[src/rtl/pipe_ctrl_pkg.sv]
// Shared definitions for the pipeline hazard/halt controller:
// FSM state encoding, register-specifier width and the IF/ID NOP pattern.
package pipe_ctrl_pkg;

  typedef enum logic [1:0] {
    ST_RUN    = 2'd0,
    ST_DRAIN  = 2'd1,
    ST_HALTED = 2'd2
  } state_t;

  localparam int REG_W = 5;

  // Instruction word loaded into IF/ID on a flush; all-zero decodes as NOP.
  localparam logic [31:0] NOP = 32'h0000_0000;

endpackage

[src/rtl/pipe_hazard_ctrl_sat_counter.sv]
// Saturating event counter with synchronous clear; clear wins over increment.
module sat_counter #(
  parameter int W = 16
) (
  input  logic         clk,
  input  logic         reset,
  input  logic         clr,
  input  logic         inc,
  output logic [W-1:0] q
);

  // Count register: holds at all-ones instead of wrapping.
  always_ff @(posedge clk or negedge reset) begin
    if (!reset) begin
      q <= '0;
    end else if (clr) begin
      q <= '0;
    end else if (inc && (q != {W{1'b1}})) begin
      q <= q + {{(W-1){1'b0}}, 1'b1};
    end else begin
      q <= q;
    end
  end

endmodule

[src/rtl/pipe_hazard_ctrl.sv]
// Pipeline latch sequencer: load-use stall, taken-branch flush, HALT drain and
// debug resume, plus saturating stall/flush performance counters.
module pipe_hazard_ctrl #(
  parameter int REG_W        = 5,
  parameter int CNT_W        = 16,
  parameter int DRAIN_CYCLES = 3
) (
  input  logic             clk,
  input  logic             reset,
  input  logic [REG_W-1:0] id_rs,
  input  logic [REG_W-1:0] id_rt,
  input  logic             id_uses_rt,
  input  logic             id_halt,
  input  logic             ex_mem_read,
  input  logic [REG_W-1:0] ex_rt,
  input  logic             ex_branch_taken,
  input  logic             dbg_resume,
  input  logic             cnt_clr,
  output logic             pc_write,
  output logic             if_id_write,
  output logic             if_id_flush,
  output logic             id_ex_bubble,
  output logic             pipe_run,
  output logic             halted,
  output logic [CNT_W-1:0] stall_cnt,
  output logic [CNT_W-1:0] flush_cnt
);

  import pipe_ctrl_pkg::*;

  localparam int DW = $clog2(DRAIN_CYCLES + 1);
  localparam logic [DW-1:0] DRAIN_LOAD = DW'(DRAIN_CYCLES - 1);

  state_t         state_r, state_nxt;
  logic [DW-1:0]  drain_r, drain_nxt;
  logic           lu_s;
  logic           stall_inc_s;
  logic           flush_inc_s;

  assign lu_s = ex_mem_read && (ex_rt != '0) &&
                ((ex_rt == id_rs) || (id_uses_rt && (ex_rt == id_rt)));

  // Next-state and zero-latency latch controls; reset forces the safe pattern.
  always_comb begin
    pc_write     = 1'b0;
    if_id_write  = 1'b0;
    if_id_flush  = 1'b0;
    id_ex_bubble = 1'b1;
    pipe_run     = 1'b0;
    halted       = 1'b0;
    state_nxt    = state_r;
    drain_nxt    = drain_r;
    stall_inc_s  = 1'b0;
    flush_inc_s  = 1'b0;
    if (reset) begin
      case (state_r)
        ST_RUN: begin
          pipe_run = 1'b1;
          // The ID instruction is on the wrong path when a branch resolves taken.
          if (ex_branch_taken) begin
            pc_write    = 1'b1;
            if_id_write = 1'b1;
            if_id_flush = 1'b1;
            flush_inc_s = 1'b1;
          end else if (lu_s) begin
            stall_inc_s = 1'b1;
          end else if (id_halt) begin
            drain_nxt = DRAIN_LOAD;
            state_nxt = ST_DRAIN;
          end else begin
            pc_write     = 1'b1;
            if_id_write  = 1'b1;
            id_ex_bubble = 1'b0;
          end
        end
        ST_DRAIN: begin
          pipe_run = 1'b1;
          if (drain_r == '0) begin
            state_nxt = ST_HALTED;
          end else begin
            drain_nxt = drain_r - {{(DW-1){1'b0}}, 1'b1};
          end
        end
        ST_HALTED: begin
          id_ex_bubble = 1'b0;
          halted       = 1'b1;
          // Resume discards the HALT still sitting in IF/ID.
          if (dbg_resume) begin
            pc_write    = 1'b1;
            if_id_write = 1'b1;
            if_id_flush = 1'b1;
            pipe_run    = 1'b1;
            state_nxt   = ST_RUN;
          end else begin
            state_nxt = ST_HALTED;
          end
        end
        default: begin
          state_nxt = ST_RUN;
          drain_nxt = '0;
        end
      endcase
    end else begin
      state_nxt = ST_RUN;
      drain_nxt = '0;
    end
  end

  // FSM state and drain down-counter.
  always_ff @(posedge clk or negedge reset) begin
    if (!reset) begin
      state_r <= ST_RUN;
      drain_r <= '0;
    end else begin
      state_r <= state_nxt;
      drain_r <= drain_nxt;
    end
  end

  sat_counter #(.W(CNT_W)) u_stall_cnt (
    .clk   (clk),
    .reset (reset),
    .clr   (cnt_clr),
    .inc   (stall_inc_s),
    .q     (stall_cnt)
  );

  sat_counter #(.W(CNT_W)) u_flush_cnt (
    .clk   (clk),
    .reset (reset),
    .clr   (cnt_clr),
    .inc   (flush_inc_s),
    .q     (flush_cnt)
  );

endmodule
[config.mk]
export PLATFORM = sky130hd
export DESIGN_NAME = pipe_hazard_ctrl
export DESIGN_NICKNAME = d
export VERILOG_FILES = /design/src/rtl/pipe_ctrl_pkg.sv /design/src/rtl/pipe_hazard_ctrl_sat_counter.sv /design/src/rtl/pipe_hazard_ctrl.sv
export SDC_FILE = /design/constraint.sdc
export NUM_CORES = 1
export LEC_CHECK = 0
export BUFFER_PORTS_ARGS = -buffer_cell sky130_fd_sc_hd__buf_4
export CORE_MARGIN = 3
export CORE_UTILIZATION = 40
export DETAILED_ROUTE_END_ITERATION = 7
export PLACE_DENSITY = 0.69
export SLEW_MARGIN = 15
export SYNTH_ARGS = -nofsm -noshare
export SYNTH_HDL_FRONTEND = slang
export SYNTH_SLANG_ARGS = --single-unit
[constraint.sdc]
create_clock -name clk -period 6.6 [get_ports clk]
set_input_delay 0.33 -clock clk [delete_from_list [all_inputs] [get_ports clk]]
set_output_delay 0.33 -clock clk [all_outputs]
set_load 0.01 [all_outputs]
==> metrics.md, run 1 <==
| Metric | Value |
|---|---|
| Register area share after synthesis | 0.3924 |
| # port buffers | 60 |
| Placed wire-length estimate | 3.991 mm |
| Largest net degree at the start of global routing | 45 |
| Slew @ Worst Pin | approximately 0.91 ns |
| CP Class | flop to flop |
| Setup_tns | 0 ns |
| NetSw | 0.1145 mW |
| Diode count | 0 |
| Final-report setup violation count | 0 |
| Slew Viols, Final | 0 |
| Worst Path Arrival | 2.83 ns |
| Hold Crit Class | input port to asynchronous set/reset pin |
| Async S/R FF share, synth | 1.000 |
| Ys Warns | 0 |
| DR WL/cell | 14.21 microns |
| LEAKAGE | ~1.2 nW |
| Req. time, crit path | 6.78 ns |
| Initial core utilization | 0.4303 |
| FP Rows | 26 |
| Internal power | 0.3823 mW |
| Fin Hold WS | 0.005217 ns |
| Remaining DRCs | 0 |
| Postcts setup bufs | 0 |
| Cells after Synth | ~260 |
| Vias in the first global route | ~2000 |
| GRT overflow | 0 |
| Prevailing post-synth register cell | dfrtp_1 |
| Sequential group share of total power | 0.455 |
| Worst-path clk slew | 0.08 ns |
| Syn Std Cell Area | roughly 0.0023 sq mm |
| Drt first pass iters | 4 |
| Die area | 0.006685 sq mm |
| Syn_area_per_cell | 8.763 sq um |
| Width of the die | 81.76 microns |
| Max-Cap Viols | 0 |
| Fin crit period | ~2.6 ns |
| Flop2flop setup slack | 3.95 ns |
| Initial DRC Count | 123 |
| Clk Tree Root Cell | clkbuf_8 |
| Clk pwr share | 0.428 |
| NumNets Final | 341 |
| Comb pwr share | 0.117 |
| Critical Path Start | u_stall_cnt.q[0] |
| Hold_buf cts | 0 |
| CP startpoint kind | flop |
| Post-synth EDFFs | 0 |
| FF-to-FF End | u_stall_cnt.q[3] |
| GP Congestion | 0.8564 |
| Die height | 81.76 microns |
| Crit path capture | u_stall_cnt.q[3] |
| Area contributors post-synth | dfrtp_1 (39%), xnor2_1 (6.1%), or4_1 (4.3%), nand3_1 (3.9%), nor2_1 (3.9%) |
| Synth-to-Final Area Change | 26.21% |
| Routed via count | 2149 |
| Fmax | 0.3776 GHz |
| #FFs+latches synth | 36 |
| Final Hold Fails | 0 |
| Slew HR | 0.3930 |
| Crit. End Element | flop |
| Top post-synthesis cells by count | dfrtp_1 (36), nor2_1 (24), nand2_1 (19) |
| Synth top area share | 0.3924 |
| Tot GR Track Use | 0.1756 |
| Dominant cell by count in the synthesized netlist | dfrtp_1 |
| Critical path fanouts, max | 21 |
| Reg2reg start | u_stall_cnt.q[0] |
| Htree depth | 2 |
| PwrDens | 171.4 mW/mm^2 |
| CTS tree | yes |
| Fraction of layout cells with a size suffix above 1 | 0.2342 |
| DRT Wirelength | 5.484 mm |
| Post-CTS Resized | 0 |
| Vias per cell | 5.567 |
| Skew final | about 0.0078 ns |
| Final Cycle Share | 0.4012 |
| Worst reg2reg path depth | 6 |
| CTS Sinks | 36 |
| RSZ-0062 raised after global routing | false |
| Sw Ratio | 0.2305 |
| First-pass GRT wire length | 9.273 mm |
| Status | completed |
| CTS buffer count | 5 |
| Unique masters post-synth | 51 |
| Initial antenna violation count | 0 |
| Detail Route Antenna Nets | 0 |
| Max VDD drop | 0.1050 mV |
| IO Count | 61 |
| Post-synth top area cell | dfrtp_1 |
| CTS max path bufs | 2 |
| Total core area | 0.005335 sq mm |
| Syn_nets | between 200 and 300 |
| Worst skew pair latency | 0.29 ns |
[cell families (layout without fill, tap and decap cells)]
family,Yosys count,count (layout),share of synthesized area
fa+ha+maj,3,3,0.01635
xor+xnor,25,25,0.09537
flops,36,36,0.3924
compound gates,52,52,0.1411
simple gates,126,126,0.3117
buf+inv,18,72,0.03378
mux,2,2,0.009264
[placed cells by master (no fill, tap or decap), drive strengths merged, types with 2 or more instances in the layout]
cell	Yosys	routed
nor3b	2	2
nor4b	2	2
nand3	18	18
xor2	9	9
or4	13	13
or2	3	3
xnor2	16	16
nand2	20	20
nor4	7	7
o41ai	2	2
o21ai	12	12
inv	4	4
or3b	2	2
and3	4	4
nor2	24	24
a21boi	2	2
nor3	4	4
and2	2	2
buf	5	60
clkbuf	9	7
o21bai	3	3
a211oi	2	2
nand4	8	8
o31ai	8	8
nand2b	3	3
or3	6	6
dfrtp	36	36
ha	3	3
nor2b	3	3
a21oi	16	16
[critical path, cell delays in order, from the launching register on]
cell and delay [ns]:
dfrtp_1 0.43, ha_1 0.27, nand4_1 0.15, or4_1 0.23, nand4b_1 0.61, nor4b_1 0.49
mux2_1 0.35
[registers in the layout, indices dropped and copies added, names as in the netlist]
name and count:
u_flush_cnt.q 16, drain_r 2, state_r 2, u_stall_cnt.q 16
[worst min path at each step]
stage	start	to	slack, ns	cells after the start
CTS	reset	u_stall_cnt.q[0]	0.03	1
detailed placement	reset	u_stall_cnt.q[0]	0.35	1
global route	reset	u_stall_cnt.q[0]	0.05	1
floorplan	reset	drain_r[0]	0.03	0
global placement	reset	u_stall_cnt.q[0]	0.35	1
finish	reset	u_stall_cnt.q[0]	0.005	1
[power by group through the flow]
stage	clock, mW	combinational, mW	sequential [mW]
2_1_floorplan	0	0.0333	0.229
3_3_place_gp	0	0.0580	0.230
3_5_place_dp	0	0.0588	0.230
4_1_cts	0.218	0.0590	0.226
5_1_grt	0.226	0.0657	0.227
6_report	0.213	0.0580	0.226
[layer usage]
layer	GRT usage	vias to the layer above	routed length [microns]
li1	-	1072	-
met1	0.2354	1018	2572
met2	0.2868	53	2568
met3	0.03509	6	288
met4	0.05150	0	54
met5	0	-	0
[final cells by class]
| cell class | count | area, sq um |
|---|---|---|
| multi-input cells | 208 | 1318 |
| inverters | 4 | 15.01 |
| clock inverters | 1 | 30.03 |
| well taps | 70 | 87.58 |
| clock buffers | 7 | 96.34 |
| flip-flops and latches | 36 | 900.9 |
| repair buffers | 60 | 450.4 |
| fillers | 522 | 2437 |
[per-stage QoR]
step / cell area (sq um) / instances / power [mW] / worst slack (ns) / utilization
floorplan: 2296 / 262 / 0.2624 / 4.427 / -
global placement: 2771 / 378 / 0.2884 / 3.809 / 0.5195
detailed placement: 2771 / 378 / 0.2892 / 3.749 / 0.5195
CTS: 2898 / 386 / 0.5031 / 3.907 / 0.5432
global route: 2898 / 386 / 0.5181 / 3.665 / 0.5432
finish: 2898 / 386 / 0.4967 / 3.952 / 0.5432
Power figures use the tool's default switching activity.
==> run 2: changes to the inputs <==
==> constraint.sdc (replaced) <==
create_clock -name clk -period 2.7 [get_ports clk]
set_input_delay 0.135 -clock clk [delete_from_list [all_inputs] [get_ports clk]]
set_output_delay 0.135 -clock clk [all_outputs]
set_load 0.01 [all_outputs]
==> metrics.md, run 2 (same netlist as run 1, synthesis figures left out) <==
| Metric | Value |
|---|---|
| # port buffers | 60 (unchanged) |
| Slew HR | 0.3976 (+0.004589) |
| DR WL/cell | 14.61 microns (+2.9%) |
| GP Congestion | 0.8362 (-2.4%) |
| GRT overflow | 0 (unchanged) |
| Reg2reg start | u_stall_cnt.q[0] |
| Vias in the first global route | 2018 (-0.98%) |
| Max VDD drop | 0.2398 mV (+130%) |
| PwrDens | 401.7 mW/mm^2 (+130%) |
| Fin Hold WS | 0.1313 ns (+0.1260 ns) |
| FP Rows | 26 (unchanged) |
| CTS max path bufs | 2 (unchanged) |
| CP Class | input port to output port |
| Crit path capture | if_id_write |
| Initial antenna violation count | 0 (unchanged) |
| Initial core utilization | 0.4303 (unchanged) |
| Flop2flop setup slack | 0.47 ns (-3.48 ns) |
| Die area | 0.006685 sq mm (unchanged) |
| CP startpoint kind | input port |
| Remaining DRCs | 0 (unchanged) |
| Crit. End Element | output port |
| IO Count | 61 (unchanged) |
| Status | completed |
| Fmax | 0.4303 GHz |
| Final Hold Fails | 0 (unchanged) |
| Final Non-Filler Cells | 391 (+1.3%) |
| Critical Path Start | reset |
| FF-to-FF End | u_stall_cnt.q[3] |
| Req. time, crit path | 2.57 ns (-4.21 ns) |
| Tot Pwr | 1.173 mW (+140%) |
| Hold Crit Class | input port to flop |
| Fin crit period | 2.324 ns |
| Slew @ Worst Pin | 0.9036 ns (-0.006883 ns) |
| Most common cell after layout, fill and taps aside | buf_4 |
| First-pass GRT wire length | 9.611 mm (+3.6%) |
| Width of the die | 81.76 microns (unchanged) |
| Largest net degree at the start of global routing | 35 (-22%) |
| LEAKAGE | 1.216 nW (+1.1%) |
| DRT Wirelength | 5.714 mm (+4.2%) |
| Total core area | 0.005335 sq mm (unchanged) |
| CTS tree | yes |
| CTS Sinks | 36 (unchanged) |
| Synth-to-Final Area Change | 27.14% |
| Skew final | 0.003398 ns (-0.004407 ns) |
| Clk Tree Root Cell | clkbuf_8 |
| Dpl cells | 382 (+1.1%) |
| Fillcell total | 501 (-4.0%) |
| Final Cycle Share | 0.8608 |
| CTS buffer count | 5 (unchanged) |
| Worst skew pair latency | 0.29 ns (about the same) |
| Tot GR Track Use | 0.1839 (+0.008367) |
| Htree depth | 2 (unchanged) |
| Drt first pass iters | 4 (unchanged) |
| Diode count | 0 (unchanged) |
| Vias per cell | 5.509 (-1.0%) |
| Post-CTS Resized | 0 (unchanged) |
| Worst reg2reg path depth | 6 (unchanged) |
| Fraction of layout cells with a size suffix above 1 | 0.2399 (+0.005698) |
| Detail Route Antenna Nets | 0 (unchanged) |
| Setup_tns | 0 ns (unchanged) |
| NumNets Final | 346 (+1.5%) |
| Placed wire-length estimate | 4.224 mm (+5.9%) |
| Die height | 81.76 microns (unchanged) |
| Slew Viols, Final | 0 (unchanged) |
| Commonest cells after routing, fill and taps aside | buf_4 (64), dfrtp_1 (36), nor2_1 (24), nand2_1 (19), nand3_1 (18) |
| RSZ-0062 raised after global routing | false |
| Initial DRC Count | 182 (+48%) |
| Max-Cap Viols | 0 (unchanged) |
| Regs by FF count | u_flush_cnt.q (16), u_stall_cnt.q (16) |
| Final-report setup violation count | 0 (unchanged) |
| Final core utilization | 0.5471 (+0.003987) |
| Worst-path clk slew | 0.07 ns (about the same) |
| Critical path fanouts, max | 25 (+19%) |
| Routed via count | 2154 (+0.23%) |
| Worst Path Arrival | 2.19 ns (-0.64 ns) |
[run 2: cell count changes in the layout (fill, tap and decap cells not counted)]
| cell | before | now |
|---|---|---|
| buf_4 | 60 | 64 |
| clkbuf_1 | 0 | 1 |
| clkbuf_8 | 7 | 5 |
| clkinv_2 | 0 | 1 |
| dlygate4sd3_1 | 0 | 1 |
[run 2: layout make-up]
cell class / instances / area, sq um / share of cell area
Clock buffer: 6 / 72.57 / 0.02486
Clock inverter: 2 / 35.03 / 0.01200
Inverter: 4 / 15.01 / 0.005144
Multi-Input combinational cell: 208 / 1318 / 0.4513
Sequential cell: 36 / 900.9 / 0.3086
Tap cell: 70 / 87.58 / 0.03000
Timing Repair Buffer: 65 / 490.5 / 0.1680
[run 2: critical path, cell delays in order]
cell           delay [ns]
dlygate4sd3_1        0.53
buf_4                0.26
buf_4                0.37
nor2b_1              0.25
and2_1               0.20
a21o_1               0.14
o21bai_1             0.13
buf_4                0.16
[run 2: worst min path at each step]
stage	depth (start not counted)	slack (ns)	end	start
6_report	4	0.13	state_r[1]	dbg_resume
3_3_place_gp	1	0.03	u_stall_cnt.q[4]	reset
3_5_place_dp	1	0.03	u_stall_cnt.q[4]	reset
2_1_floorplan	0	-0.16	drain_r[0]	reset
4_1_cts	4	0.13	state_r[1]	dbg_resume
5_1_grt	4	0.15	state_r[1]	dbg_resume
[run 2: through the flow]
| stage | cell area [sq um] | setup WS, ns |
|---|---|---|
| floorplan | 2296 | 0.5273 |
| detailed placement | 2801 | 0.5151 |
| global route | 2919 | 0.1534 |
| finish | 2919 | 0.3760 |
| CTS | 2919 | 0.3263 |
| global placement | 2801 | 0.6130 |
[run 2: power breakdown]
part	internal, mW	switching [mW]	total, mW
combinational	0.0690	0.0806	0.150
clock	0.274	0.196	0.470
sequential	0.544	0.00818	0.552
[run 2: metal layers]
metal  part of all wire  track usage  routed length (microns)
met1               0.48       0.2630                     2728
met2               0.45       0.2827                     2596
met3              0.055      0.03070                      317
met4              0.012      0.05980                       71
met5                  0            0                        0
[run 2: what timing repair did]
action	CTS	global route
endpoints found under the hold margin	16	0
hold buffers	1	0
buffers inserted	0	0
==> run 3: changes to the inputs <==
--- a/config.mk
+++ b/config.mk
@@ -5,10 +5,11 @@
 export SDC_FILE = /design/constraint.sdc
 export NUM_CORES = 1
 export LEC_CHECK = 0
-export BUFFER_PORTS_ARGS = -buffer_cell sky130_fd_sc_hd__buf_4
+export BUFFER_PORTS_ARGS = -buffer_cell sky130_fd_sc_hd__buf_2
 export CORE_MARGIN = 3
 export CORE_UTILIZATION = 40
 export DETAILED_ROUTE_END_ITERATION = 7
+export GPL_ROUTABILITY_DRIVEN = 0
 export PLACE_DENSITY = 0.69
 export SLEW_MARGIN = 15
 export SYNTH_ARGS = -nofsm -noshare
==> metrics.md, run 3 (same netlist as run 1, synthesis figures left out) <==
| Metric | Value |
|---|---|
| # port buffers | 60 (unchanged) |
| Fmax | 0.4405 GHz (+2.4%) |
| DR WL/cell | 14.55 microns (-0.40%) |
| Max-Cap Viols | 0 (unchanged) |
| FP Rows | 26 (unchanged) |
| Worst skew pair latency | 0.29 ns (about the same) |
| Die height | 81.76 microns (unchanged) |
| CP startpoint kind | input port |
| NumNets Final | 347 (+0.29%) |
| Initial antenna violation count | 0 (unchanged) |
| DRT Wirelength | 5.691 mm (-0.40%) |
| Initial DRC Count | 128 (-30%) |
| Reg2reg start | u_stall_cnt.q[0] |
| Req. time, crit path | 2.57 ns (about the same) |
| Placed wire-length estimate | 4.196 mm (-0.68%) |
| Worst Min Path Start | dbg_resume |
| Total core area | 0.005335 sq mm (unchanged) |
| CTS max path bufs | 2 (unchanged) |
| Clk Tree Root Cell | clkbuf_8 |
| CTS tree | yes |
| Final Hold Fails | 0 (unchanged) |
| Worst-path clk slew | 0.07 ns (about the same) |
| Hold Path Stages | 4 (unchanged) |
| RSZ-0062 raised after global routing | false |
| Worst Path Arrival | 2.14 ns (-0.05 ns) |
| IO Count | 61 (unchanged) |
| Remaining DRCs | 0 (unchanged) |
| LEAKAGE | 1.198 nW (-1.6%) |
| Vias in the first global route | 2019 (+0.050%) |
| Diode count | 0 (unchanged) |
| Most common cell after layout, fill and taps aside | buf_2 |
| Htree depth | 2 (unchanged) |
| Fraction of layout cells with a size suffix above 1 | 0.2430 (+0.003115) |
| GRT overflow | 0 (unchanged) |
| FF-to-FF End | u_stall_cnt.q[3] |
| Final core utilization | 0.5183 (-0.02885) |
| Slew HR | 0.3716 (-0.02596) |
| Routed via count | 2150 (-0.19%) |
| Commonest cells after routing, fill and taps aside | buf_2 (60), dfrtp_1 (36), nor2_1 (24), nand2_1 (19), nand3_1 (18) |
| First-pass GRT wire length | 9.756 mm (+1.5%) |
| Status | completed |
| Max VDD drop | 0.2206 mV (-8.0%) |
| Synth-to-Final Area Change | 20.44% |
| Slew @ Worst Pin | 0.9426 ns (+0.03894 ns) |
| Worst reg2reg path depth | 6 (unchanged) |
| Vias per cell | 5.499 (-0.19%) |
| Skew final | 0.009572 ns (+0.006174 ns) |
| Initial core utilization | 0.4303 (unchanged) |
| Post-CTS Resized | 0 (unchanged) |
| Hold EP | state_r[1] |
| Drt first pass iters | 4 (unchanged) |
| Width of the die | 81.76 microns (unchanged) |
| Setup_tns | 0 ns (unchanged) |
| Detail Route Antenna Nets | 0 (unchanged) |
| Largest net degree at the start of global routing | 35 (unchanged) |
| Regs by FF count | u_flush_cnt.q (16), u_stall_cnt.q (16) |
| Tot Pwr | 1.104 mW (-5.9%) |
| Crit. End Element | output port |
| Tot GR Track Use | 0.1852 (+0.001278) |
| Hold Crit Class | input port to flop |
| Final-report setup violation count | 0 (unchanged) |
| Critical path fanouts, max | 19 (-24%) |
| CTS Sinks | 36 (unchanged) |
| PwrDens | 399.2 mW/mm^2 (-0.61%) |
| Final Cycle Share | 0.8409 (-0.01990) |
| Flop2flop setup slack | 0.49 ns (+0.02 ns) |
| Slew Viols, Final | 0 (unchanged) |
| CTS buffer count | 5 (unchanged) |
| Fin crit period | 2.270 ns (-0.05373 ns) |
| CP Class | input port to output port |
| Die area | 0.006685 sq mm (unchanged) |
==> run 3: area by class of cell <==
cell class	instances	area [sq um]
fillers	531	2570
multi-input cells	208	1318
flip-flops and latches	36	900.9
repair buffers	66	347.8
clock buffers	7	96.34
well taps	70	87.58
inverters	4	15.01
==> run 3: per-layer routing <==
| layer | share of wire | GRT usage |
|---|---|---|
| met1 | 0.47 | 0.2602 |
| met2 | 0.46 | 0.2859 |
| met3 | 0.050 | 0.04605 |
| met4 | 0.011 | 0.04485 |
| met5 | 0 | 0 |
==> run 3: worst max-delay path by stage <==
| stage | endpoint | slack, ns | from |
|---|---|---|---|
| floorplan | u_stall_cnt.q[3] | 0.53 | u_stall_cnt.q[0] |
| global placement | u_flush_cnt.q[1] | 0.57 | u_flush_cnt.q[1] |
| detailed placement | u_stall_cnt.q[3] | 0.53 | u_stall_cnt.q[0] |
| CTS | pc_write | 0.38 | reset |
| global route | u_stall_cnt.q[15] | 0.21 | reset |
| finish | pc_write | 0.43 | reset |
==> run 3: repair_timing <==
action	CTS	global route
hold buffers	1	0
hold endpoints to repair	9	0
setup buffers	0	0
endpoints found under the setup margin	0	0
==> run 3: stage by stage <==
stage / instances / setup WS [ns] / area, sq um / hold WS [ns]
2_1_floorplan: 262 / 0.5273 / 2296 / -0.1606
6_report: 391 / 0.4297 / 2765 / 0.1483
4_1_cts: 391 / 0.3840 / 2765 / 0.1448
5_1_grt: 391 / 0.2076 / 2765 / 0.1820
3_3_place_gp: 383 / 0.5692 / 2659 / 0.06426
3_5_place_dp: 383 / 0.5338 / 2659 / 0.06922
==> run 3: power breakdown <==
group | internal [mW] | switching [mW]
sequential | 0.545 | 0.00833
clock | 0.227 | 0.187
combinational | 0.0560 | 0.0805
total | 0.828 | 0.276
==> run 3: worst max-delay path, stage by stage <==
cell and delay (ns):
dlygate4sd3_1 0.52, buf_2 0.33, buf_4 0.33, nor2b_1 0.23
and2_1 0.19, a21o_1 0.13, o21bai_1 0.11, buf_2 0.16
